## src/rtl/spi_pkg.sv

```systemverilog
// spi_pkg: shared SPI master states, frame geometry and rw encoding.
package spi_pkg;
  localparam int SPI_FRAME_BITS = 16;
  localparam int SPI_ADDR_BITS = 7;
  localparam int SPI_DATA_BITS = 8;
  localparam logic SPI_RW_READ = 1'b1;
  localparam logic SPI_RW_WRITE = 1'b0;
  typedef enum logic [2:0] {IDLE, SETUP, HIGH, LOW, GAP} state_e;
endpackage

```

## src/rtl/spi_halfperiod_timer.sv

```systemverilog
// spi_halfperiod_timer: loadable 8-bit down-counter, expire while the count sits at zero.
module spi_halfperiod_timer (
  input  logic       clk,
  input  logic       reset_n,
  input  logic       load_i,
  input  logic [7:0] load_val_i,
  output logic       expire_o
);
  logic [7:0] cnt_q;
  always_ff @(posedge clk) begin
    if (!reset_n) cnt_q <= 8'd0;
    else if (load_i) cnt_q <= load_val_i;
    else if (cnt_q != 8'd0) cnt_q <= cnt_q - 8'd1;
  end
  assign expire_o = cnt_q == 8'd0;
endmodule

```

## src/rtl/spi_master.sv

```systemverilog
// spi_master: single-byte mode-0 SPI read/write master, 16-bit MSB-first frames.
// Define SPI_MASTER_MISO_SYNC_EN to pass miso through a 2-flop synchronizer (HALF_PERIOD >= 4).
module spi_master
  import spi_pkg::*;
#(
  parameter int HALF_PERIOD = 16
) (
  input  logic                     clk,
  input  logic                     reset_n,
  input  logic                     start,
  input  logic                     rw,
  input  logic [SPI_ADDR_BITS-1:0] addr,
  input  logic [SPI_DATA_BITS-1:0] wdata,
  output logic                     busy,
  output logic                     done,
  output logic [SPI_DATA_BITS-1:0] rdata,
  output logic                     sclk,
  output logic                     cs,
  output logic                     mosi,
  input  logic                     miso
);
  state_e state_q, state_d;
  logic [SPI_FRAME_BITS-1:0] sreg_q, sreg_d;
  logic [SPI_DATA_BITS-1:0] rx_q, rx_d, rdata_q;
  logic [3:0] bit_q, bit_d;
  logic rw_q, rw_d, done_pre_q, done_q, busy_q, sclk_q, cs_q, mosi_q;
  logic expire, miso_smp;
`ifdef SPI_MASTER_MISO_SYNC_EN
  logic [1:0] sync_q;
  always_ff @(posedge clk) sync_q <= !reset_n ? 2'b00 : {sync_q[0], miso};
  assign miso_smp = sync_q[1];
`else
  assign miso_smp = miso;
`endif
  spi_halfperiod_timer u_timer (
    .clk       (clk),
    .reset_n   (reset_n),
    .load_i    (state_d != state_q),
    .load_val_i(8'(HALF_PERIOD - 1)),
    .expire_o  (expire)
  );
  always_comb begin
    state_d = state_q;
    sreg_d = sreg_q;
    bit_d = bit_q;
    rw_d = rw_q;
    case (state_q)
      IDLE: if (start) begin
        state_d = SETUP;
        rw_d = rw;
        bit_d = 4'd0;
        sreg_d = {addr, rw, rw == SPI_RW_READ ? 8'h00 : wdata};
      end
      SETUP: state_d = expire ? HIGH : SETUP;
      HIGH: if (expire) begin
        state_d = LOW;
        sreg_d = {sreg_q[SPI_FRAME_BITS-2:0], 1'b0};
      end
      LOW: if (expire) begin
        state_d = bit_q == 4'(SPI_FRAME_BITS - 1) ? GAP : HIGH;
        bit_d = bit_q + 4'd1;
      end
      GAP: state_d = expire ? IDLE : GAP;
      default: state_d = IDLE;
    endcase
  end
  // sclk_q still low in the first HIGH cycle marks the registered rising edge
  assign rx_d = (state_q == HIGH && !sclk_q && bit_q >= 4'(SPI_FRAME_BITS - SPI_DATA_BITS))
              ? {rx_q[SPI_DATA_BITS-2:0], miso_smp} : rx_q;
  always_ff @(posedge clk) begin
    if (!reset_n) begin
      state_q <= IDLE;
      sreg_q <= '0;
      rx_q <= '0;
      rdata_q <= '0;
      bit_q <= 4'd0;
      rw_q <= SPI_RW_WRITE;
      done_pre_q <= 1'b0;
      done_q <= 1'b0;
      busy_q <= 1'b0;
      sclk_q <= 1'b0;
      cs_q <= 1'b1;
      mosi_q <= 1'b0;
    end else begin
      state_q <= state_d;
      sreg_q <= sreg_d;
      rx_q <= rx_d;
      bit_q <= bit_d;
      rw_q <= rw_d;
      done_pre_q <= state_q == GAP && expire;
      done_q <= done_pre_q;
      rdata_q <= done_pre_q && rw_q == SPI_RW_READ ? rx_q : rdata_q;
      busy_q <= state_q != IDLE;
      sclk_q <= state_q == HIGH;
      cs_q <= state_q == IDLE || state_q == GAP;
      mosi_q <= (state_q == SETUP || state_q == HIGH || state_q == LOW) ? sreg_q[SPI_FRAME_BITS-1] : 1'b0;
    end
  end
  assign busy = busy_q;
  assign done = done_q;
  assign rdata = rdata_q;
  assign sclk = sclk_q;
  assign cs = cs_q;
  assign mosi = mosi_q;
endmodule

```

## config.mk

```make
export PLATFORM = sky130hd
export DESIGN_NAME = spi_master
export DESIGN_NICKNAME = d
export VERILOG_FILES = /design/src/rtl/spi_pkg.sv /design/src/rtl/spi_halfperiod_timer.sv /design/src/rtl/spi_master.sv
export SDC_FILE = /design/constraint.sdc
export NUM_CORES = 1
export LEC_CHECK = 0
export CAP_MARGIN = 30
export CORE_MARGIN = 5
export CORE_UTILIZATION = 58
export CTS_CLUSTER_DIAMETER = 60
export DETAILED_ROUTE_END_ITERATION = 7
export PLACE_DENSITY = 0.87
export SETUP_SLACK_MARGIN = 0.5
export SLEW_MARGIN = 20
export SYNTH_ARGS = -nofsm -noshare
export SYNTH_HDL_FRONTEND = slang
export SYNTH_SLANG_ARGS = --single-unit
```

## constraint.sdc

```tcl
create_clock -name clk -period 4.1 [get_ports clk]
set_input_delay 0.41 -clock clk [delete_from_list [all_inputs] [get_ports clk]]
set_output_delay 0.41 -clock clk [all_outputs]
set_load 0.1 [all_outputs]
```

==> run metrics, run 1 <==
hold depth=2; Worst EP required=4.30 ns; Worst-Skew Late Latency=approximately 0.32 ns; number of routed nets with antenna violations=0; H-Tree Depth=2; placed wire-length estimate=3411 um; P_sw=a little under 600 uW; Area growth, synth to finish=18.88%; unique cell type count in the Yosys netlist=44; main combinational cell family by area after synthesis=simple AND/OR/NAND/NOR gates; mux cell area share after synthesis=0.08333; Pwr Density=about 580 mW/mm2; Reg2Reg Depth=7; Post-synth EDFFs=0; unrepaired setup endpoints after global routing=no; routed length per instance=15.32 um; Place WS=1.552 ns; Final #Nets=308; number of buffers created by CTS=5; Critical R2R Launch=u_timer.cnt_q[0]; routed vias/inst=5.964; drt first-iter violations=178; die width=approximately 75 um; FP Rows=23; Initial Utilization=0.6037; clock-pin slew on the worst setup and hold paths=0.10 ns; setup TNS=0 ns; crit share post-route=0.5826; area of the core=about 0.004 mm2; first-pass GRT wire length=between 8000 and 9000 um; Hold Buf Count CTS=0; Synth Warn #=0; worst vdd ir=~460 uV; Reg-to-Reg End=sreg_q[0]; number of global-route vias before repair=1906; Tmin final=2.389 ns; Final Skew=0.008686 ns; # port buffers=32; worst endpoint data arrival time=about 2.6 ns; syn_nets=284; clk sink count=54; setup bufs post-CTS=0; Sw Ratio=0.3532; Max-cap violations=0; Worst Path Max Fanout=32; worst hold start=rdata[2]; Die Y=74.76 um; Peak Freq=418.6 MHz; FF-to-FF setup slack=1.71 ns; Vias=2004; end point of the worst hold path=rdata[2]; outcome=finished clean; Max-slew headroom=0.3507; Fin. Hold Viols=0; async set-reset flop share out of synthesis=0; Hold WC Path Type=flip-flop to flip-flop; routability congestion estimate=0.8574; CP Launch Point=u_timer.cnt_q[0]; crit end category=flip-flop; max-slew violations=0; setup violators final=0; CTS max path bufs=2; Post-Route WL=5146 um; Compound-Gate Fraction of Synth Area=0.1734; Startpoint Class=flip-flop; CTS resizes=0; post-synthesis cell area=0.002432 mm2; layout cells sized above 1=0.1259; Synth Area in XOR/XNOR=0.02160; CTS tree=yes; die area=roughly 0.0056 mm2; DRC violations left=0; Mapped Cells=about 260; combinational power share=0.342; Post-Synth Simple-Gate Area=0.2135; GRT Util Overall=0.2001; initial antenna violation count=0; internal power=1.085 mW; clk root buf=clkbuf_8; Clock Power Share=0.258; critical path type=flip-flop to flip-flop; ant diodes=0; Fill cells=around 310; pin count of the biggest net entering global routing=33; IO Pins=33; sequential share of the synthesized area=0.4444; Worst-Margin Slew=0.9708 ns; fin worst setup slack=approximately 1.7 ns; Synth Area in Adders=0.01543; synthesized flop and latch total=54; Reg power frac=0.400; drt pass-1 iters=4; top_reg_cell synth=dfxtp_1; gr ovfl total=0; syn_area_per_cell=9.319 um2; Leakage=1.125 nW
==> cell families (layout without fill, tap and decap cells) <==
family	Yosys count	after routing
AO/OA/AOI/OAI	54	54
flip-flops	54	54
buffers and inverters	24	49
AND/OR/NAND/NOR	100	100
multiplexers	20	20
adder cells (fa/ha/maj)	3	3
XOR/XNOR	6	6
==> final cells by class <==
class | instances | area, um2 | area share
multi-input combinational | 183 | 1240 | 0.4288
tap | 50 | 62.56 | 0.02164
sequential | 54 | 1081 | 0.3739
inverter | 6 | 22.52 | 0.007789
timing repair buffer | 35 | 342.8 | 0.1186
clock inverter | 2 | 60.06 | 0.02077
clock buffer | 6 | 82.58 | 0.02856
==> worst max-delay path by stage <==
stage	depth (start not counted)	end
after floorplan	8	sreg_q[10]
after CTS	6	u_timer.cnt_q[3]
after detailed placement	6	sreg_q[0]
after global placement	6	sreg_q[0]
final	7	sreg_q[0]
after global routing	7	sreg_q[0]
==> synthesized netlist by cell type, types with 3 or more instances <==
cell	instances	share of area
dfxtp_1	54	0.44
nor3_1	5	0.010
clkbuf_1	12	0.019
ha_1	3	0.015
nand3_1	15	0.031
nor4b_1	3	0.011
a211oi_2	14	0.072
a31oi_1	4	0.010
xnor2_1	4	0.014
nor2_1	36	0.056
nor3b_1	9	0.028
nand2_1	14	0.022
buf_6	3	0.014
o21ai_0	5	0.010
a21oi_1	21	0.043
mux2i_1	18	0.074
inv_1	5	0.0077
==> power groups by stage <==
stage	Clock [mW]	Sequential (mW)	Combinational (mW)
after floorplan	0	0.695	0.431
after global placement	0	0.673	0.531
after detailed placement	0	0.677	0.552
after CTS	0.440	0.667	0.564
after global routing	0.455	0.681	0.623
final	0.434	0.671	0.574
==> registers in the layout, indices dropped and copies added, names as in the netlist <==
signal / flops
bit_q: 4
busy: 1
cs: 1
done: 1
done_pre_q: 1
mosi: 1
rdata: 8
rw_q: 1
rx_q: 8
sclk: 1
sreg_q: 16
state_q: 3
u_timer.cnt_q: 8
==> cells in the final DEF (no fill, tap or decap), types with 3 or more instances in the layout <==
master,instances
nand2_1,14
a31oi_1,4
dfxtp_1,54
nor3b_1,9
o21ai_0,5
a211oi_2,14
nor3_1,5
clkbuf_8,6
buf_4,3
mux2i_1,18
ha_1,3
a21oi_1,21
nand3_1,15
inv_1,5
clkdlybuf4s50_1,32
xnor2_1,4
nor2_1,36
==> critical path: stages, from the launching register on <==
cell	delay, ns
dfxtp_1	0.35
inv_1	0.09
ha_1	0.24
or4b_1	0.62
o31ai_4	0.22
buf_4	0.39
mux2i_1	0.29
nor2_1	0.06
==> per-stage QoR <==
step / power [mW] / std cells / hold slack, ns / utilization / area [um2]
final: 1.678 / 336 / 0.4583 / 0.7177 / 2892
after CTS: 1.671 / 336 / 0.4598 / 0.7161 / 2885
after floorplan: 1.126 / 261 / 0.4556 / - / 2432
after detailed placement: 1.229 / 328 / 0.4461 / 0.6807 / 2743
after global placement: 1.204 / 328 / 0.4437 / 0.6807 / 2743
after global routing: 1.760 / 336 / 0.4785 / 0.7177 / 2892
==> layer usage <==
metal  routed length [um]  GRT usage
met3                  341    0.05207
met1                 2189     0.2465
met2                 2510     0.3356
met4                  104    0.07708
met5                    0          0
Power figures use the tool's default switching activity.
==> run 2: changes to the inputs <==
- CORE_UTILIZATION: 58 -> 49
- PLACE_DENSITY: 0.87 -> 0.78
- clock period: 4.1 -> 2 ns (I/O delays scaled with it)
==> run 2 against run 1 <==
Net effect:
- clock-buffer cell count is 1 lower
- core utilization is 2.3 points lower
- non-clock buffer count is 29 higher
- design area is 15% higher
- first-iteration DRC count is 48% lower
- setup slack worse by 1.7 ns
- largest power group is now combinational cells
- power is 130% higher
==> run metrics, run 2 (synthesized netlist as in run 1, its figures left out) <==
Pwr Density=1185 mW/mm2 (+100%); GRT Util Overall=0.1822 (-0.01795); # port buffers=32 (unchanged); Top delay family on crit path=simple AND/OR/NAND/NOR gates; Fin. Hold Viols=0 (unchanged); IO Pins=33 (unchanged); number of buffers created by CTS=5 (unchanged); Peak Freq=509.6 MHz (+22%); Post-Place Cells=356 (+8.5%); drt pass-1 iters=4 (unchanged); Biggest register=sreg_q; number of global-route vias before repair=2023 (+6.1%); gr ovfl total=0 (unchanged); ant diodes=0 (unchanged); number of routed nets with antenna violations=0 (unchanged); Final #Nets=337 (+9.4%); final cell count without fillers=382 (+14%); Post-Route WL=5816 um (+13%); WHS=0.4599 ns (+0.001616 ns); Worst Path Max Fanout=9 (-72%); die area=0.006473 mm2 (+16%); Hold WC Path Type=flip-flop to flip-flop; DRC violations left=0 (unchanged); Worst-Margin Slew=0.4723 ns (-0.4986 ns); clk sink count=54 (unchanged); Max-cap violations=0 (unchanged); max-slew violations=0 (unchanged); Worst-Skew Late Latency=0.31 ns (about the same); worst vdd ir=680.4 uV (+47%); routed vias/inst=5.421 (-9.1%); most frequent cells in the layout=49 x dfxtp_1, 34 x buf_4, 26 x nor2_1, 20 x a21oi_1, 19 x clkdlybuf4s50_1; peak per-stage delay on the critical path=0.58 ns (-0.04 ns); placed wire-length estimate=3591 um (+5.3%); CTS max path bufs=2 (unchanged); FP Rows=25 (+8.7%); Startpoint Class=flip-flop; layout cells sized above 1=0.3397 (+0.2138); Cell Chain, Critical Path=or3_1 -> o31ai_4 -> buf_6 -> buf_16 -> nor2_1 -> a211oi_2; Max-slew headroom=0.6835 (+0.3327); routed length per instance=15.23 um (-0.59%); H-Tree Depth=2 (unchanged); die width=80.46 um (+7.6%); unrepaired setup endpoints after global routing=yes; max FFs per register=16 (unchanged); clock-pin slew on the worst setup and hold paths=0.10 ns (about the same); routability congestion estimate=0.8310 (-3.1%); Pwr Total=3.940 mW (+130%); Area growth, synth to finish=36.73%; crit share post-route=0.9812 (+0.3986); initial antenna violation count=0 (unchanged); Vias=2071 (+3.3%); area of the core=0.004786 mm2 (+19%); Worst EP required=2.24 ns (-2.06 ns); Final Skew=0.008637 ns (-0.00004927 ns); commonest non-fill, non-tap cell in the layout=dfxtp_1; clk root buf=clkbuf_8; Initial Utilization=0.5082 (-0.09549); drt first-iter violations=92 (-48%); outcome=finished clean; setup violators final=0 (unchanged); Slowest cell on crit path=or3_1; Die Y=80.46 um (+7.6%); worst endpoint data arrival time=2.20 ns (-0.38 ns); pin count of the biggest net entering global routing=25 (-24%); Leakage=1.328 nW (+18%); crit path buf inv count=2 (unchanged); Hold Buf Count CTS=0 (unchanged); first-pass GRT wire length=9321 um (+8.3%); crit end category=flip-flop; setup TNS=0 ns (unchanged); critical path type=flip-flop to flip-flop; CTS tree=yes; Tmin final=1.962 ns (-0.4262 ns)
run 2: changes by cell type in the layout (fill, tap and decap cells not counted), sizes merged:
cell           previous run  this run
clkinvlp                  0         1
clkinv                    1         2
bufinv                    2         0
inv                       5         6
clkdlybuf4s50            32        19
buf                       3        44
run 2: repair_timing:
action	4_1_cts	5_1_grt
pin swaps	12	6
resized for setup	20	14
cloned	2	1
setup buffers	12	3
hold endpoints to repair	0	0
endpoints found under the setup margin	37	32
run 2: power by group:
part | switching, mW | internal [mW]
clock network | 0.378 | 0.254
logic | 0.960 | 0.955
registers | 0.157 | 1.24
total | 1.50 | 2.45
run 2: worst min-delay path, delay by kind of cell, from the launching register on:
family / cells / cell delay (ns)
DFF: 1 / 0.32
and+or+nand+nor: 1 / 0.05
AOI/OAI and AO/OA: 1 / 0.05
run 2: layout make-up:
class                      count  area [um2]
fill                         361        1460
sequential                    54        1090
multi-input combinational    183        1403
clock buffer                   5       68.82
tap                           67       83.83
inverter                       6       22.52
timing repair buffer          64       633.1
clock inverter                 3       25.02
run 2: path summary, 6_finish.rpt:
kind | from | to | slack [ns] | cells past startpoint
hold / removal | rdata[1] | rdata[1] | 0.46 | 2
hold reg to reg | rdata[1] | rdata[1] | 0.46 | 2
setup reg to reg | u_timer.cnt_q[3] | sreg_q[14] | 0.04 | 6
setup / recovery | u_timer.cnt_q[3] | sreg_q[14] | 0.04 | 6
run 2: layer usage:
metal	vias to the layer above	global-route usage	wire length (um)
li1	1033	-	-
met1	999	0.2370	2653
met2	32	0.3063	2957
met3	7	0.03587	144
met4	0	0.04899	60
met5	-	0	0
run 2: per-stage QoR:
| stage | setup slack [ns] | area [um2] | util |
|---|---|---|---|
| 2_1_floorplan | 0.09698 | 2525 | - |
| 3_5_place_dp | -0.03001 | 2902 | 0.6063 |
| 3_3_place_gp | 0.04526 | 2902 | 0.6063 |
| 5_1_grt | 0.004184 | 3326 | 0.6949 |
| 4_1_cts | 0.1139 | 3219 | 0.6727 |
| 6_report | 0.03752 | 3326 | 0.6949 |
